`src/rtl/clz_normalise_pkg.sv`:
```
// Shared definitions for the normalisation stage and the pack stage after it.
//   COARSE_STEP : granularity of the first (coarse) shift; the fine shift
//                 covers the remainder 0..COARSE_STEP-1.
//   FLAG_*      : bit positions inside the {zero, underflow} flag vector.
package clz_normalise_pkg;

  localparam int COARSE_STEP = 4;

  localparam int FLAG_UF   = 0;
  localparam int FLAG_ZERO = 1;
  localparam int FLAG_W    = 2;

  typedef logic [FLAG_W-1:0] norm_flags_t;

endpackage

```
`src/rtl/clz_normalise_shl.sv`:
```
// Parameterised combinational logical left shifter.
//   din  : value to shift (W bits)
//   amt  : shift amount (SH_W bits)
//   dout : din << amt, truncated to W bits
module clz_normalise_shl #(
  parameter int W    = 16,
  parameter int SH_W = 4
) (
  input  logic [W-1:0]    din,
  input  logic [SH_W-1:0] amt,
  output logic [W-1:0]    dout
);

  assign dout = din << amt;

endmodule

```
`src/rtl/clz_normalise.sv`:
```
// Two-stage normalisation pipeline after the leading-zero counter.
// Left-shifts the mantissa by min(lz, exp) so its MSB becomes 1 where the
// exponent allows it, and lowers the exponent by the same amount.
//   clk, rst                      : clock, async active-high reset
//   in_valid/in_ready             : upstream handshake
//   in_mant, in_exp, in_lz        : mantissa, exponent, leading-zero count
//   in_lz_valid                   : 0 when in_mant is all zeros
//   out_valid/out_ready           : downstream handshake
//   out_mant, out_exp             : normalised mantissa, adjusted exponent
//   out_zero, out_underflow       : input was zero / exponent clamped
module clz_normalise #(
  parameter int MANT_W = 16,
  parameter int EXP_W  = 8,
  parameter int LZ_W   = $clog2(MANT_W)
) (
  input  logic              clk,
  input  logic              rst,
  input  logic              in_valid,
  output logic              in_ready,
  input  logic [MANT_W-1:0] in_mant,
  input  logic [EXP_W-1:0]  in_exp,
  input  logic [LZ_W-1:0]   in_lz,
  input  logic              in_lz_valid,
  output logic              out_valid,
  input  logic              out_ready,
  output logic [MANT_W-1:0] out_mant,
  output logic [EXP_W-1:0]  out_exp,
  output logic              out_zero,
  output logic              out_underflow
);

  import clz_normalise_pkg::*;

  localparam int CMP_W  = (LZ_W > EXP_W) ? LZ_W : EXP_W;
  localparam int FINE_W = $clog2(COARSE_STEP);

  logic              v1, v2, adv1, adv2;
  logic [CMP_W-1:0]  lz_ext, exp_ext, sh_ext;
  logic [LZ_W-1:0]   sh, sh_coarse;
  logic [EXP_W-1:0]  exp_adj, exp1, exp2;
  logic [MANT_W-1:0] mant_src, mant_coarse, mant1, mant_fine, mant2;
  logic [FINE_W-1:0] fine1;
  norm_flags_t       flags_in, flags1, flags2;

  assign adv2     = !v2 || out_ready;
  assign adv1     = !v1 || adv2;
  assign in_ready = adv1;

  // Clamp the shift to the exponent so the biased exponent never wraps;
  // a clamped word leaves the stage only partially normalised.
  always_comb begin
    lz_ext   = CMP_W'(in_lz);
    exp_ext  = CMP_W'(in_exp);
    flags_in = '0;
    sh_ext   = '0;
    exp_adj  = '0;
    mant_src = '0;
    if (!in_lz_valid) begin
      flags_in[FLAG_ZERO] = 1'b1;
    end else begin
      sh_ext            = (lz_ext < exp_ext) ? lz_ext : exp_ext;
      flags_in[FLAG_UF] = (lz_ext > exp_ext);
      mant_src          = in_mant;
      exp_adj           = EXP_W'(exp_ext - sh_ext);
    end
    sh        = LZ_W'(sh_ext);
    sh_coarse = sh & ~LZ_W'(COARSE_STEP - 1);
  end

  clz_normalise_shl #(.W(MANT_W), .SH_W(LZ_W)) u_shl_coarse (
    .din  (mant_src),
    .amt  (sh_coarse),
    .dout (mant_coarse)
  );

  clz_normalise_shl #(.W(MANT_W), .SH_W(FINE_W)) u_shl_fine (
    .din  (mant1),
    .amt  (fine1),
    .dout (mant_fine)
  );

  always_ff @(posedge clk or posedge rst) begin
    if (rst) begin
      v1     <= 1'b0;
      v2     <= 1'b0;
      mant1  <= '0;
      fine1  <= '0;
      exp1   <= '0;
      flags1 <= '0;
      mant2  <= '0;
      exp2   <= '0;
      flags2 <= '0;
    end else begin
      if (adv1) begin
        v1     <= in_valid;
        mant1  <= mant_coarse;
        fine1  <= sh[FINE_W-1:0];
        exp1   <= exp_adj;
        flags1 <= flags_in;
      end
      if (adv2) begin
        v2     <= v1;
        mant2  <= mant_fine;
        exp2   <= exp1;
        flags2 <= flags1;
      end
    end
  end

  // S2 also loads empty slots, so gate the payload to keep idle outputs at 0.
  assign out_valid     = v2;
  assign out_mant      = v2 ? mant2 : '0;
  assign out_exp       = v2 ? exp2 : '0;
  assign out_zero      = v2 & flags2[FLAG_ZERO];
  assign out_underflow = v2 & flags2[FLAG_UF];

endmodule

```
`config.mk`:
```
export PLATFORM = sky130hd
export DESIGN_NAME = clz_normalise
export DESIGN_NICKNAME = d
export VERILOG_FILES = /design/src/rtl/clz_normalise_pkg.sv /design/src/rtl/clz_normalise_shl.sv /design/src/rtl/clz_normalise.sv
export SDC_FILE = /design/constraint.sdc
export NUM_CORES = 1
export LEC_CHECK = 0
export BUFFER_PORTS_ARGS = -buffer_cell sky130_fd_sc_hd__buf_2
export CORE_UTILIZATION = 40
export CTS_BUF_LIST = sky130_fd_sc_hd__clkbuf_16
export DETAILED_ROUTE_END_ITERATION = 7
export PLACE_DENSITY = 0.67
export SETUP_SLACK_MARGIN = 0.3
export SLEW_MARGIN = 20
export SYNTH_ARGS = -nofsm -noshare
export SYNTH_HDL_FRONTEND = slang
export SYNTH_SLANG_ARGS = --single-unit
```
`constraint.sdc`:
```
create_clock -name clk -period 2.7 [get_ports clk]
set_clock_uncertainty 0.15 [all_clocks]
set_input_delay 0.135 -clock clk [delete_from_list [all_inputs] [get_ports clk]]
set_output_delay 0.135 -clock clk [all_outputs]
set_load 0.02 [all_outputs]
```
==> impl_metrics.env <==
export IMPL_status="finished clean"
export IMPL_hold_depth=3
export IMPL_io_buffers=60
export IMPL_yosys_register_bits=56
export IMPL_drive_gt1_share_pct=36.8
export IMPL_fin_crit_sh_pct=89.7
export IMPL_fillers=730
export IMPL_worst_skew_pair_late_latency_ps=290
export IMPL_p_leak_nw=2.11
export IMPL_clock_sinks=56
export IMPL_layout_common_cells="67 x nand2_1, 57 x buf_2, 56 x dfrtp_1"
export IMPL_gr_total_overflow=0
export IMPL_syn_inst=339
export IMPL_cts_buffers=5
export IMPL_power_density_nw_per_um2=565
export IMPL_nets=481
export IMPL_hpwl_um=5580
export IMPL_p_sw_share_pct=28.1
export IMPL_syn_nets=382
export IMPL_synthTopCellsByArea="dfrtp_1 43%, nand2_1 7.8%, and2_1 5.1%, mux4_2 4.8%, ha_1 3.4%"
export IMPL_ys_warnings_count=0
export IMPL_clock_path_buffers=2
export IMPL_die_area_um2=8570
export IMPL_synth_top_area_share_pct=42.7
export IMPL_final_setup_viol_count=0
export IMPL_p_int_mw=1.79
export IMPL_power_frac_seq_pct=40.8
export IMPL_netlist_area_um2=3280
export IMPL_drt_iter0_drc=128
export IMPL_ys_types=50
export IMPL_fp_dieH_um=92.6
export IMPL_dr_pass1_iters=4
export IMPL_placementRows=32
export IMPL_fin_total_pwr_mw=2.48
export IMPL_grt_usage_pct=18.8
export IMPL_r2r_start="out_valid"
export IMPL_hold_viol=0
export IMPL_path_max_fanout=3
export IMPL_fin_area_um2=4400
export IMPL_route_detailed_drc=0
export IMPL_drv_slew=0
export IMPL_hold_path_class="in2reg"
export IMPL_period_minus_slack_ps=2420
export IMPL_place_area_um2=3970
export IMPL_grt_max_degree=57
export IMPL_start_util_pct=41.8
export IMPL_ir_drop_uv=289
export IMPL_cts_tree="done"
export IMPL_totalWireLength_um=7580
export IMPL_clockRootBuffer="clkbuf_16"
export IMPL_cap_viol_max_count=0
export IMPL_place_gp_congestion=0.825
export IMPL_fin_ws_ps=277
export IMPL_final_common_cell="nand2_1"
export IMPL_cp_arrival_ps=2470
export IMPL_switching_power_mw=0.698
export IMPL_vias_per_cell=5.09
export IMPL_tightestPinTransition_ps=934
export IMPL_critPathLaunch="in_exp[1]"
export IMPL_ys_flop_type="dfrtp_1"
export IMPL_endpoint_kind="flop"
export IMPL_area_growth_pct=34.0
export IMPL_synth_top_cell_by_area="dfrtp_1"
export IMPL_rsz0062_at_grt="yes"
export IMPL_relSlewSlack_pct=37.7
export IMPL_clk_pin_slew_worst_paths_ps=70
export IMPL_antennaDiodeCount=0
export IMPL_htreeDepth=2
export IMPL_synth_edff_count=0
export IMPL_worstSetupPathType="in2reg"
export IMPL_clockPowerShare_pct=32.1
export IMPL_die_w_um=92.6
export IMPL_crit_required_ps=2750
export IMPL_fmax_ghz=0.413
export IMPL_coreArea_um2=7850
export IMPL_utilization_pct=56.1
export IMPL_reg2reg_depth=6
export IMPL_antenna_left=0
export IMPL_seq_area_frac_synth_pct=42.7
export IMPL_dp_slack_ps=-186
export IMPL_ios=61
export IMPL_syn_area_per_cell_um2=9.68
export IMPL_startpoint_type="primary input"
export IMPL_worstHoldStart="in_lz_valid"
export IMPL_via_count=2750
export IMPL_comb_power_share_pct=27.1
export IMPL_grt_pass1_wl_um=12800
export IMPL_grt_pass1_vias=2669
export IMPL_antenna_found_initial=0
export IMPL_routedWlPerCell_um=14.0
export IMPL_async_flop_share_pct=100
-- stage by stage --
| step | std cells | hold WS, ps | TNS (ps) |
|---|---|---|---|
| finish | 540 | 19.4 | 0 |
| global route | 540 | 18.4 | 0 |
| CTS | 537 | 1.56 | 0 |
| detailed placement | 520 | 203 | -462 |
| global placement | 520 | 201 | -197 |
| floorplan | 339 | 93.4 | 0 |
-- cell type report --
cell class              count  area, um2  area share (%)
multi-input cells         255       1890            43.0
flip-flops and latches     56       1400            31.9
repair buffers            110        742            16.9
well taps                 102        128            2.90
clock buffers               5        125            2.84
clock inverters             2       60.1            1.37
inverters                  10       50.0            1.14
-- timing repair --
item,in CTS,in global routing
setup endpoints to repair,4,5
hold buffers,6,0
hold endpoints to repair,65,0
pin swaps,8,7
setup buffers,4,3
gates cloned,0,0
gates resized for setup,10,25
-- cell families (layout without fill, tap and decap cells) --
group / count (synthesis) / after routing / synth area share, %
compound gates: 67 / 67 / 14.6
xor+xnor: 6 / 6 / 1.60
fa+ha+maj: 10 / 10 / 4.04
buf+inv: 28 / 127 / 4.31
flops: 56 / 56 / 42.7
mux: 25 / 25 / 10.9
simple gates: 147 / 147 / 21.8
-- power by group through the flow --
stage | clock network, mW | registers (mW) | logic (mW)
2_1_floorplan | 0 | 0.995 | 0.434
3_3_place_gp | 0 | 1.02 | 0.604
3_5_place_dp | 0 | 1.03 | 0.616
4_1_cts | 0.810 | 1.01 | 0.643
5_1_grt | 0.835 | 1.03 | 0.743
6_report | 0.797 | 1.01 | 0.674
-- worst max-delay path, cell delays in order --
cell       delay, ps
buf_12            90
inv_12            30
ha_4             250
nor2b_4          150
o211ai_4         120
a21oi_4          180
mux2i_2          250
ha_1             270
nor2b_4          130
o21ai_1          110
nand2b_1         120
a2111oi_4        310
xnor2_1          100
o31ai_1          230
-- path summary, 6_finish.rpt --
path | to | slack (ps)
min in group asynchronous | exp2[3] | 420
hold / removal | flags1[0] | 20
setup reg to reg | mant1[3] | 740
setup / recovery | exp1[7] | 280
max in group asynchronous | mant1[3] | 1530
hold reg to reg | exp2[6] | 310
-- flip-flops by register name, summed over array words and instances (netlist names) --
name and count:
out_valid 1, v1 1, exp2 8, flags2 2, mant1 16, exp1 8, flags1 2, fine1 2
mant2 16
-- synthesized netlist by cell type (all sizes together), types with 8 or more instances --
master and instances:
buf 8, clkbuf 10, nand3 10, nand2 69, a21oi 16, dfrtp 56
and2 28, a221o 8, ha 9, inv 9, mux2i 11, o21ai 20
nor2 22
-- metal layers --
layer | vias up | global-route usage, % | share of wire (%)
met2 | 58 | 32.3 | 50
met1 | 1304 | 24.8 | 46
met3 | 10 | 1.89 | 2.7
met5 | - | 0 | 0
met4 | 0 | 5.99 | 1.5
li1 | 1378 | - | -
(Power assumes the default switching activity.)
